## src/rtl/ccm_pkg.sv

```systemverilog
// ccm_pkg: shared widths, coefficient types and the output saturation helper.
// Latency: n/a (types and functions only).
// Backpressure: n/a.
package ccm_pkg;

  localparam int CCM_PX_WIDTH   = 10;
  localparam int CCM_COEF_WIDTH = 12;
  localparam int CCM_COEF_FRAC  = 8;

  typedef logic signed [CCM_COEF_WIDTH-1:0] coef_t;
  // [i][j] = output channel i from input channel j; bit layout equals the flat coefficient bus.
  typedef coef_t [2:0][2:0] coef_mat_t;

  localparam coef_t CCM_ONE  = coef_t'(1 << CCM_COEF_FRAC);
  localparam coef_t CCM_ZERO = coef_t'(0);

  // Unity gain on the diagonal, no cross-channel mixing.
  localparam coef_mat_t CCM_IDENTITY = coef_mat_t'({CCM_ONE,  CCM_ZERO, CCM_ZERO,
                                                    CCM_ZERO, CCM_ONE,  CCM_ZERO,
                                                    CCM_ZERO, CCM_ZERO, CCM_ONE});

  // Saturate a signed result into an unsigned px_w-bit range; the caller truncates to px_w.
  function automatic logic [31:0] ccm_clip(input logic signed [47:0] r, input int px_w);
    logic signed [47:0] max_v;
    max_v = (48'sd1 <<< px_w) - 48'sd1;
    if (r < 0) begin
      return '0;
    end else if (r > max_v) begin
      return 32'(max_v);
    end else begin
      return 32'(r);
    end
  endfunction

endpackage

```

## src/rtl/axi4_stream_if.sv

```systemverilog
// axi4_stream_if: AXI4-Stream signal bundle with master/slave views.
// Latency: n/a (wires only).
// Backpressure: tready from slave to master.
interface axi4_stream_if #(
  parameter int TDATA_W = 32
) ();
  logic                   tvalid;
  logic                   tready;
  logic [TDATA_W-1:0]     tdata;
  logic [TDATA_W/8-1:0]   tkeep;
  logic [TDATA_W/8-1:0]   tstrb;
  logic                   tlast;
  logic                   tuser;
  logic                   tid;
  logic                   tdest;

  modport master (output tvalid, tdata, tkeep, tstrb, tlast, tuser, tid, tdest, input tready);
  modport slave  (input tvalid, tdata, tkeep, tstrb, tlast, tuser, tid, tdest, output tready);
endinterface

```

## src/rtl/ccm_dot3.sv

```systemverilog
// ccm_dot3: one colour-matrix output row -- 3 signed products, rounded sum, shift and clip.
// Latency: 3 cycles (product, sum, clip registers).
// Backpressure: every stage holds its contents while adv_i is low.
module ccm_dot3 import ccm_pkg::*; #(
  parameter int PX_WIDTH   = CCM_PX_WIDTH,
  parameter int COEF_WIDTH = CCM_COEF_WIDTH,
  parameter int COEF_FRAC  = CCM_COEF_FRAC
) (
  input  logic                    clk_i,
  input  logic                    rst_i,
  input  logic                    adv_i,
  input  logic [3*COEF_WIDTH-1:0] coef_row_i,
  input  logic [3*PX_WIDTH-1:0]   px_i,
  output logic [PX_WIDTH-1:0]     dat_o
);

  // Product of a signed coefficient and a zero-extended pixel, plus 2 bits of sum growth.
  localparam int PW = PX_WIDTH + COEF_WIDTH + 1;
  localparam int SW = PW + 2;
  // Half an LSB of the output, so the later arithmetic shift rounds half up.
  localparam logic signed [SW-1:0] RND = SW'(1) << (COEF_FRAC - 1);

  logic signed [PW-1:0]   prod_d [3];
  logic signed [PW-1:0]   prod_q [3];
  logic signed [SW-1:0]   sum_d;
  logic signed [SW-1:0]   sum_q;
  logic signed [SW-1:0]   shf;
  logic [PX_WIDTH-1:0]    dat_d;
  logic [PX_WIDTH-1:0]    dat_q;

  // Stage 1 inputs: the three per-channel products, full precision.
  always_comb begin
    for (int j = 0; j < 3; j++) begin
      prod_d[j] = PW'($signed(coef_row_i[j*COEF_WIDTH +: COEF_WIDTH]))
                * PW'($signed({1'b0, px_i[j*PX_WIDTH +: PX_WIDTH]}));
    end
  end

  assign sum_d = SW'(prod_q[0]) + SW'(prod_q[1]) + SW'(prod_q[2]) + RND;
  assign shf   = sum_q >>> COEF_FRAC;
  assign dat_d = PX_WIDTH'(ccm_clip(48'(shf), PX_WIDTH));

  // Advance all three stages together; hold everything while the output is stalled.
  always_ff @(posedge clk_i or negedge rst_i) begin
    if (!rst_i) begin
      for (int j = 0; j < 3; j++) begin
        prod_q[j] <= '0;
      end
      sum_q <= '0;
      dat_q <= '0;
    end else if (adv_i) begin
      for (int j = 0; j < 3; j++) begin
        prod_q[j] <= prod_d[j];
      end
      sum_q <= sum_d;
      dat_q <= dat_d;
    end
  end

  assign dat_o = dat_q;

endmodule

```

## src/rtl/rgb_color_correction_3x3.sv

```systemverilog
// rgb_color_correction_3x3: programmable 3x3 colour matrix on an RGB stream, coefficients swap only at frame start.
// Latency: 3 advancing cycles, identical for matrix and pass-through modes.
// Backpressure: whole pipeline stalls when the output holds an unaccepted beat; input ready mirrors that.
module rgb_color_correction_3x3 import ccm_pkg::*; #(
  parameter int PX_WIDTH   = CCM_PX_WIDTH,
  parameter int COEF_WIDTH = CCM_COEF_WIDTH,
  parameter int COEF_FRAC  = CCM_COEF_FRAC
) (
  input  logic                    clk_i,
  input  logic                    rst_i,
  input  logic                    ccm_en_i,
  input  logic [9*COEF_WIDTH-1:0] ccm_coef_i,
  output logic [9*COEF_WIDTH-1:0] ccm_coef_act_o,
  axi4_stream_if.slave            video_i,
  axi4_stream_if.master           video_o
);

  localparam int TDATA_W = ((3*PX_WIDTH + 7) / 8) * 8;
  localparam int CW9     = 9 * COEF_WIDTH;

  function automatic logic [CW9-1:0] identity_mat();
    logic [CW9-1:0] m;
    m = '0;
    for (int i = 0; i < 3; i++) begin
      m[(4*i)*COEF_WIDTH +: COEF_WIDTH] = COEF_WIDTH'(1) << COEF_FRAC;
    end
    return m;
  endfunction

  localparam logic [CW9-1:0] IDENTITY = identity_mat();

  logic                  adv;
  logic                  accept;
  logic                  capture;
  logic [CW9-1:0]        coef_act_q;
  logic [CW9-1:0]        coef_use;
  logic                  en_act_q;
  logic                  en_use;
  logic [2:0]            vld_q;
  logic [2:0]            last_q;
  logic [2:0]            user_q;
  logic [2:0]            en_q;
  logic [3*PX_WIDTH-1:0] px_q [3];
  logic [3*PX_WIDTH-1:0] px_in;
  logic [3*PX_WIDTH-1:0] ccm_px;
  logic                  unused_in;

  assign adv            = !vld_q[2] || video_o.tready;
  assign video_i.tready = adv;
  assign accept         = video_i.tvalid && adv;
  assign capture        = accept && video_i.tuser;

  // The frame-start beat itself must already see the newly captured set.
  assign coef_use = capture ? ccm_coef_i : coef_act_q;
  assign en_use   = capture ? ccm_en_i   : en_act_q;
  assign px_in    = video_i.tdata[3*PX_WIDTH-1:0];

  // Sideband fields this block neither needs nor forwards.
  assign unused_in = ^{video_i.tdata, video_i.tkeep, video_i.tstrb, video_i.tid, video_i.tdest};

  // Shadow register: latch coefficients and enable only on an accepted frame-start beat.
  always_ff @(posedge clk_i or negedge rst_i) begin
    if (!rst_i) begin
      coef_act_q <= IDENTITY;
      en_act_q   <= 1'b0;
    end else if (capture) begin
      coef_act_q <= ccm_coef_i;
      en_act_q   <= ccm_en_i;
    end
  end

  // Valid, sideband, per-beat enable and raw pixel travel in lockstep with the dot-product stages.
  always_ff @(posedge clk_i or negedge rst_i) begin
    if (!rst_i) begin
      vld_q  <= '0;
      last_q <= '0;
      user_q <= '0;
      en_q   <= '0;
      for (int k = 0; k < 3; k++) begin
        px_q[k] <= '0;
      end
    end else if (adv) begin
      vld_q   <= {vld_q[1:0],  video_i.tvalid};
      last_q  <= {last_q[1:0], video_i.tvalid && video_i.tlast};
      user_q  <= {user_q[1:0], video_i.tvalid && video_i.tuser};
      en_q    <= {en_q[1:0],   en_use};
      px_q[0] <= px_in;
      px_q[1] <= px_q[0];
      px_q[2] <= px_q[1];
    end
  end

  for (genvar i = 0; i < 3; i++) begin : g_row
    ccm_dot3 #(
      .PX_WIDTH   (PX_WIDTH),
      .COEF_WIDTH (COEF_WIDTH),
      .COEF_FRAC  (COEF_FRAC)
    ) u_dot3 (
      .clk_i      (clk_i),
      .rst_i      (rst_i),
      .adv_i      (adv),
      .coef_row_i (coef_use[3*i*COEF_WIDTH +: 3*COEF_WIDTH]),
      .px_i       (px_in),
      .dat_o      (ccm_px[i*PX_WIDTH +: PX_WIDTH])
    );
  end

  // Both mux inputs come straight from registers, so the output is stable while stalled.
  assign video_o.tvalid = vld_q[2];
  assign video_o.tdata  = TDATA_W'(en_q[2] ? ccm_px : px_q[2]);
  assign video_o.tlast  = last_q[2];
  assign video_o.tuser  = user_q[2];
  assign video_o.tkeep  = '1;
  assign video_o.tstrb  = '1;
  assign video_o.tid    = 1'b0;
  assign video_o.tdest  = 1'b0;
  assign ccm_coef_act_o = coef_act_q;

endmodule

```

## src/flat_wrapper.sv

```systemverilog
// flat-port wrapper written by rule: the top's interface ports become plain ports
module rgb_color_correction_3x3_flat import ccm_pkg::*;
#(
  parameter int PX_WIDTH   = CCM_PX_WIDTH,
  parameter int COEF_WIDTH = CCM_COEF_WIDTH,
  parameter int COEF_FRAC  = CCM_COEF_FRAC
)
  (clk_i, rst_i, ccm_en_i, ccm_coef_i, ccm_coef_act_o, video_i_tvalid, video_i_tdata, video_i_tkeep, video_i_tstrb, video_i_tlast, video_i_tuser, video_i_tid, video_i_tdest, video_i_tready, video_o_tvalid, video_o_tdata, video_o_tkeep, video_o_tstrb, video_o_tlast, video_o_tuser, video_o_tid, video_o_tdest, video_o_tready);
  axi4_stream_if #(.TDATA_W((32))) video_i_i ();
  axi4_stream_if #(.TDATA_W((32))) video_o_i ();
  input  logic clk_i;
  input  logic rst_i;
  input  logic ccm_en_i;
  input  logic [9*COEF_WIDTH-1:0] ccm_coef_i;
  output logic [9*COEF_WIDTH-1:0] ccm_coef_act_o;
  input wire logic [$bits(video_i_i.tvalid)-1:0] video_i_tvalid;
  input wire logic [$bits(video_i_i.tdata)-1:0] video_i_tdata;
  input wire logic [$bits(video_i_i.tkeep)-1:0] video_i_tkeep;
  input wire logic [$bits(video_i_i.tstrb)-1:0] video_i_tstrb;
  input wire logic [$bits(video_i_i.tlast)-1:0] video_i_tlast;
  input wire logic [$bits(video_i_i.tuser)-1:0] video_i_tuser;
  input wire logic [$bits(video_i_i.tid)-1:0] video_i_tid;
  input wire logic [$bits(video_i_i.tdest)-1:0] video_i_tdest;
  output wire logic [$bits(video_i_i.tready)-1:0] video_i_tready;
  output wire logic [$bits(video_o_i.tvalid)-1:0] video_o_tvalid;
  output wire logic [$bits(video_o_i.tdata)-1:0] video_o_tdata;
  output wire logic [$bits(video_o_i.tkeep)-1:0] video_o_tkeep;
  output wire logic [$bits(video_o_i.tstrb)-1:0] video_o_tstrb;
  output wire logic [$bits(video_o_i.tlast)-1:0] video_o_tlast;
  output wire logic [$bits(video_o_i.tuser)-1:0] video_o_tuser;
  output wire logic [$bits(video_o_i.tid)-1:0] video_o_tid;
  output wire logic [$bits(video_o_i.tdest)-1:0] video_o_tdest;
  input wire logic [$bits(video_o_i.tready)-1:0] video_o_tready;
  assign video_i_i.tvalid = video_i_tvalid;
  assign video_i_i.tdata = video_i_tdata;
  assign video_i_i.tkeep = video_i_tkeep;
  assign video_i_i.tstrb = video_i_tstrb;
  assign video_i_i.tlast = video_i_tlast;
  assign video_i_i.tuser = video_i_tuser;
  assign video_i_i.tid = video_i_tid;
  assign video_i_i.tdest = video_i_tdest;
  assign video_i_tready = video_i_i.tready;
  assign video_o_tvalid = video_o_i.tvalid;
  assign video_o_tdata = video_o_i.tdata;
  assign video_o_tkeep = video_o_i.tkeep;
  assign video_o_tstrb = video_o_i.tstrb;
  assign video_o_tlast = video_o_i.tlast;
  assign video_o_tuser = video_o_i.tuser;
  assign video_o_tid = video_o_i.tid;
  assign video_o_tdest = video_o_i.tdest;
  assign video_o_i.tready = video_o_tready;
  rgb_color_correction_3x3 #(.PX_WIDTH(PX_WIDTH), .COEF_WIDTH(COEF_WIDTH), .COEF_FRAC(COEF_FRAC)) u_core (.clk_i(clk_i), .rst_i(rst_i), .ccm_en_i(ccm_en_i), .ccm_coef_i(ccm_coef_i), .ccm_coef_act_o(ccm_coef_act_o), .video_i(video_i_i), .video_o(video_o_i));
endmodule
```

## config.mk

```make
export PLATFORM = sky130hd
export DESIGN_NAME = rgb_color_correction_3x3_flat
export DESIGN_NICKNAME = d
export VERILOG_FILES = /design/src/rtl/ccm_pkg.sv /design/src/rtl/axi4_stream_if.sv /design/src/rtl/ccm_dot3.sv /design/src/rtl/rgb_color_correction_3x3.sv /design/src/flat_wrapper.sv
export SDC_FILE = /design/constraint.sdc
export NUM_CORES = 2
export LEC_CHECK = 0
export ABC_AREA = 1
export BUFFER_PORTS_ARGS = -buffer_cell sky130_fd_sc_hd__buf_4
export CAP_MARGIN = 40
export CORE_AREA = 4 4 336 338
export DETAILED_ROUTE_END_ITERATION = 10
export DIE_AREA = 0 0 340 342
export MAX_ROUTING_LAYER = met4
export PLACE_DENSITY = 0.83
export SYNTH_ARGS = -nofsm -noshare
export SYNTH_HDL_FRONTEND = slang
export SYNTH_SLANG_ARGS = --single-unit
```

## constraint.sdc

```tcl
create_clock -name clk_i -period 8.8 [get_ports clk_i]
set_clock_uncertainty 0.05 [all_clocks]
set_input_delay 1.76 -clock clk_i [delete_from_list [all_inputs] [get_ports clk_i]]
set_output_delay 1.76 -clock clk_i [all_outputs]
set_load 0.05 [all_outputs]
```

# Word level (Yosys, flattened, before mapping)

Index checks and enable logic that the tools add are counted.

$add $sub $neg: 9
$mul: 9
Reductions and logical operators: 6
Order comparisons: 6
Muxes and demuxes: 9

Operator list:

| cell                                                            | number |
|---|---|
| multiplier 12 x 11 -> 23 bit                                    | 9 |
| two-way mux 108 bit                                             | 1 |
| adder 24 x 23 -> 25 bit                                         | 3 |
| adder 25 x 9 -> 25 bit, second input constant                   | 3 |
| adder 23 x 23 -> 24 bit                                         | 3 |
| two-way mux 10 bit                                              | 6 |
| greater-than comparator 17 x 11 -> 1 bit, second input constant | 3 |
| less-than comparator 17 x 1 -> 1 bit, second input constant     | 3 |
| two-way mux 30 bit                                              | 1 |
| logical AND 1 bit                                               | 4 |
| logical NOT 1 bit                                               | 1 |
| logical OR 1 bit                                                | 1 |
| two-way mux 1 bit                                               | 1 |

Bits of input ports: 157
Flip-flop bits (word level): 523
Output and inout port bits: 154
Word-level logic and storage cells: 63

# Depth between registers and ports, before layout

Word-level depth: 6
Gate-level depth with buffers: 32
Depth with buffers taken out: 30

# Cells and area by module

Synthesis repeated with hierarchy kept, for this count alone.

Cell total of the unflattened synthesis: 9562
Area, all modules: 72612.1 um^2

By module, submodules not included:

| module                            | times used | area an instance (um^2) | cells each |
|---|---|---|---|
| ccm_dot3 (u_core.g_row[1].u_dot3) | 1          | 21411.8                 | 2865 |
| ccm_dot3 (u_core.g_row[2].u_dot3) | 1          | 21340.5                 | 2865 |
| ccm_dot3 (u_core.g_row[0].u_dot3) | 1          | 21300.4                 | 2847 |
| rgb_color_correction_3x3          | 1          | 8559.5                  | 985 |

# Worst setup path after synthesis

No wires, ideal clock.

Path type: input-to-reg
Start: input video_o_tready
End: register u_core.g_row[2].u_dot3.prod_q[66] in the netlist's numbering
Path buffers: 2
Path slack: 1.884 ns
Arrival: 6.748 ns
Stages: 28
Data required time: 8.632 ns
Cells stage by stage: nor2_4 > inv_4 > nand3_2 > buf_6 > buf_4 > o21ai_2 > nor2_1 > inv_1 > fa_1 > inv_1 > fa_1 > inv_1 > fa_1 > inv_1 > fa_1 > inv_1 > fa_1 > inv_1 > ha_1 > nand2_1 > inv_1 > nand2_1 > nor3_1 > nand3_1 > nand3_1 > nand2_1 > nand3_1 > nand2_1

Longest elaborated chain between the ends: 5

Ends and longest elaborated chain:

| what                           | line                           | RTL |
|---|---|---|
| start: declaration             | flat_wrapper.sv:33             | `input wire logic [$bits(video_o_i.tready)-1:0] video_o_tready;` |
| logical OR 1 bit (*)           | rgb_color_correction_3x3.sv:48 | `assign adv = !vld_q[2] \|\| video_o.tready;` |
| logical AND 1 bit              | rgb_color_correction_3x3.sv:50 | `assign accept = video_i.tvalid && adv;` |
| logical AND 1 bit              | rgb_color_correction_3x3.sv:51 | `assign capture = accept && video_i.tuser;` |
| two-way mux 108 bit            | rgb_color_correction_3x3.sv:54 | `assign coef_use = capture ? ccm_coef_i : coef_act_q;` |
| multiplier 12 x 11 -> 23 bit   | ccm_dot3.sv:35                 | `* PW'($signed({1'b0, px_i[j*PX_WIDTH +: PX_WIDTH]}));` |
| end signal: indexed assignment | ccm_dot3.sv:53                 | `prod_q[j] <= prod_d[j];` |
| end: declaration               | ccm_dot3.sv:24                 | `logic signed [PW-1:0] prod_q [3];` |

Mark *: on every way between the ends. The rest lies on a longest branch, timed or not.
A chain may end at the register's enable or synchronous reset.

# Worst setup path after layout

Start: input video_o_tready
End: register u_core.g_row[0].u_dot3.prod_q[68] in the netlist's numbering

Longest elaborated chain between the ends: 5

Ends and longest elaborated chain:

| what                           | line |
|---|---|
| logical OR 1 bit (*)           | rgb_color_correction_3x3.sv:48 |
| logical AND 1 bit              | rgb_color_correction_3x3.sv:50 |
| logical AND 1 bit              | rgb_color_correction_3x3.sv:51 |
| two-way mux 108 bit            | rgb_color_correction_3x3.sv:54 |
| multiplier 12 x 11 -> 23 bit   | ccm_dot3.sv:35 |
| end signal: indexed assignment | ccm_dot3.sv:53 |
| end: declaration               | ccm_dot3.sv:24 |

Marked as above.

==> metrics.md <==
| Metric | Value |
|---|---|
| Run status | complete, no violations |
| Synth async-reset ratio | 100.0% |
| Hpwl dp | 166600 µm |
| DRT iter0 DRCs | 4561 |
| Final net count | 11.06k |
| Post-cts resize count | 0 |
| Wire per inst | 18.75 µm |
| Final Util | 69.81% |
| Vias in the first global route | approximately 61k |
| Register Area | between 10000 and 15000 µm² |
| Grt ovf | 0 |
| Largest net degree at the start of global routing | 223 |
| Syn_area_per_cell | around 8 µm² |
| Setup Fix Bufs, Post-CTS | 0 |
| Critical Path Fanout Max | 56 |
| Hold Vio Cnt, Final | 0 |
| GR Util All Layers | 36.55% |
| Num ports | 311 |
| Share of layout cells above drive strength 1 | under 10% |
| Port Buf Inserts | 286 |
| Clock latency on the worst-skew pair | 0.73 ns |
| Slew @ Worst Pin | around 0.92 ns |
| Slew margin rel. | 38.45% |
| Hold WC Path Type | reg2reg |
| Clock transition at the registers of the reported paths | 0.06 ns |
| Mapped Cells | 9019 |
| Die X | 340 µm |
| Via Count | 58.99k |
| Drt pass-1 iters | 6 |
| Final setup fails | 0 |
| DRC | 0 |
| Crit-path max cell delay | 0.65 ns |
| Worst EP required | 9.31 ns |
| Max Cap Viol | 0 |
| Initial Util | 64.47% |
| Setup TNS | 0 ns |
| Number of synthesized flops with an enable pin | 0 |
| H-tree Lvls | 2 |
| Critical path class | in2reg |
| Critical path launch point type | primary input |
| Flops & latches, synth | 499 |
| Cts hold-fix bufs | 0 |
| Multi-input gate area | about 49000 µm² |
| CTS tree | yes |
| CTS Buffer Depth | 3 |
| First-pass GRT wire length | 326000 µm |
| Crit. End Element | register |
| Initial antenna violation count | 11 |
| WP data arrival | 7.98 ns |
| CTS Buf Count | 60 |
| Synth warn | 0 |
| Fin crit period | 7.464 ns |
| Maximum clock frequency | 134.0 MHz |
| CORE AREA | 110100 µm² |
| Die area | roughly 120000 µm² |
| Synth Flop Type | dfrtp_1 |
| CTS Sinks | 499 |
| Routed WL | 201800 µm |
| GP Congestion | 0.9873 |
| Sequential area share after synthesis | 17.61% |
| Clk root buf | clkbuf_16 |
| Critical path's slowest cell | fa_1 |
| RSZ-0062 raised after global routing | false |
| Std-Cell Rows | 122 |
| Via/cell ratio | 5.482 |
| Distinct cells, synth | 42 |
| Tcrit/Tclk final | 84.82% |
| Syn-to-layout area delta | 8.292% |
| Synthesized cell area | between 70000 and 80000 µm² |
| Post-route ant nets | 0 |
| # fillers | ~9.0k |
| Slew Limit Fails | 0 |
| Die H | 342 µm |
[critical path, delay by kind of cell]
family | cells | cell delay (ns)
compound gates | 1 | 0.23
fa+ha+maj | 6 | 3.04
buf+inv | 8 | 0.99
simple gates | 11 | 1.79
[logic make-up after synthesis]
kind of cell / share of synthesized area (%)
AOI/OAI and AO/OA: 7.237
xor gates and xnor gates: 1.333
adders and majority gates: 41.30
buffers and inverters: 12.80
DFF: 17.61
other: 0.01059
and+or+nand+nor: 19.71
[cells in the mapped netlist, drive strengths merged (78+ instances only)]
cell type / count / area, µm²
ha: 609 / 7620
dfrtp: 496 / 12410
nand3: 283 / 1421
nor2: 823 / 3097
inv: 2147 / 8061
nand4: 78 / 488.0
xnor2: 82 / 718.2
a21oi: 293 / 1466
o21ai: 503 / 3148
fa: 1083 / 21680
clkbuf: 152 / 570.6
nand2: 2131 / 8006
[state kept, by name, summed over array words and instances (netlist names)]
| name | flops |
|---|---|
| u_core.g_row.u_dot3.prod_q | 207 |
| u_core.ccm_coef_act_o | 108 |
| u_core.px_q | 90 |
| u_core.g_row.u_dot3.sum_q | 51 |
| u_core.g_row.u_dot3.dat_o | 30 |
| u_core.en_q | 3 |
| u_core.last_q | 3 |
| u_core.user_q | 3 |
| u_core.vld_q | 3 |
| u_core.en_act_q | 1 |
[metal layers]
layer,GRT usage (%),share of wire (%),up-vias
met1,48.69,42,29020
li1,-,-,27390
met2,57.69,46,2149
met5,-,0,-
met3,5.716,7.7,429
met4,12.78,4.1,0
[stage by stage]
step | cell area, µm² | hold WS [ns] | cells | setup WS (ns)
finish | 76830 | 0.4177 | 10760 | 1.336
CTS | 76780 | 0.4196 | 10750 | 1.453
floorplan | 70990 | 0.3900 | 9029 | 1.884
global placement | 74400 | 0.4008 | 10630 | 0.7902
global route | 76830 | 0.4355 | 10760 | 1.031
detailed placement | 74640 | 0.4046 | 10640 | 0.7384
[layout by cell type (no fill, tap or decap), types with 78 or more instances in the layout]
cell type / synthesis / layout
o21ai_2: 78 / 78
fa_1: 1083 / 1083
xnor2_1: 82 / 82
buf_4: 16 / 324
nand2_1: 2128 / 2128
nor2_1: 822 / 822
a21oi_1: 293 / 293
nand4_1: 78 / 78
dfrtp_1: 496 / 495
inv_1: 2087 / 2087
nand3_1: 282 / 282
ha_1: 609 / 609
o21ai_0: 395 / 395
[path summary, 6_finish.rpt]
path                                             start                                       endpoint  slack [ns]  cells past startpoint
min in group asynchronous                        rst_i           u_core.ccm_coef_act_o[105]$_DFF_PN0_        1.04                      1
min                         u_core.en_q[1]$_DFFE_PN0N_                     u_core.en_q[2]$_DFFE_PN0N_        0.42                      2
min reg2reg                 u_core.en_q[1]$_DFFE_PN0N_                     u_core.en_q[2]$_DFFE_PN0N_        0.42                      2
max reg2reg                u_core.vld_q[2]$_DFFE_PN0N_  u_core.g_row[0].u_dot3.prod_q[68]$_DFFE_PN0N_        2.04                     28
max in group asynchronous                        rst_i   u_core.g_row[0].u_dot3.sum_q[22]$_DFFE_PN0N_        6.01                      4
max                                     video_o_tready  u_core.g_row[0].u_dot3.prod_q[68]$_DFFE_PN0N_        1.34                     26
[layout make-up]
class	count	area share, %
antenna	10	0.03257
clock buffer	73	2.122
clock inverter	41	0.6677
inverter	2157	10.55
multi-input combinational	6154	64.32
sequential	499	16.26
tap	1488	2.423
timing repair buffer	339	3.628
Power is not shown: default switching activity piles up to over one toggle a cycle in this logic, so the estimate is an artifact.
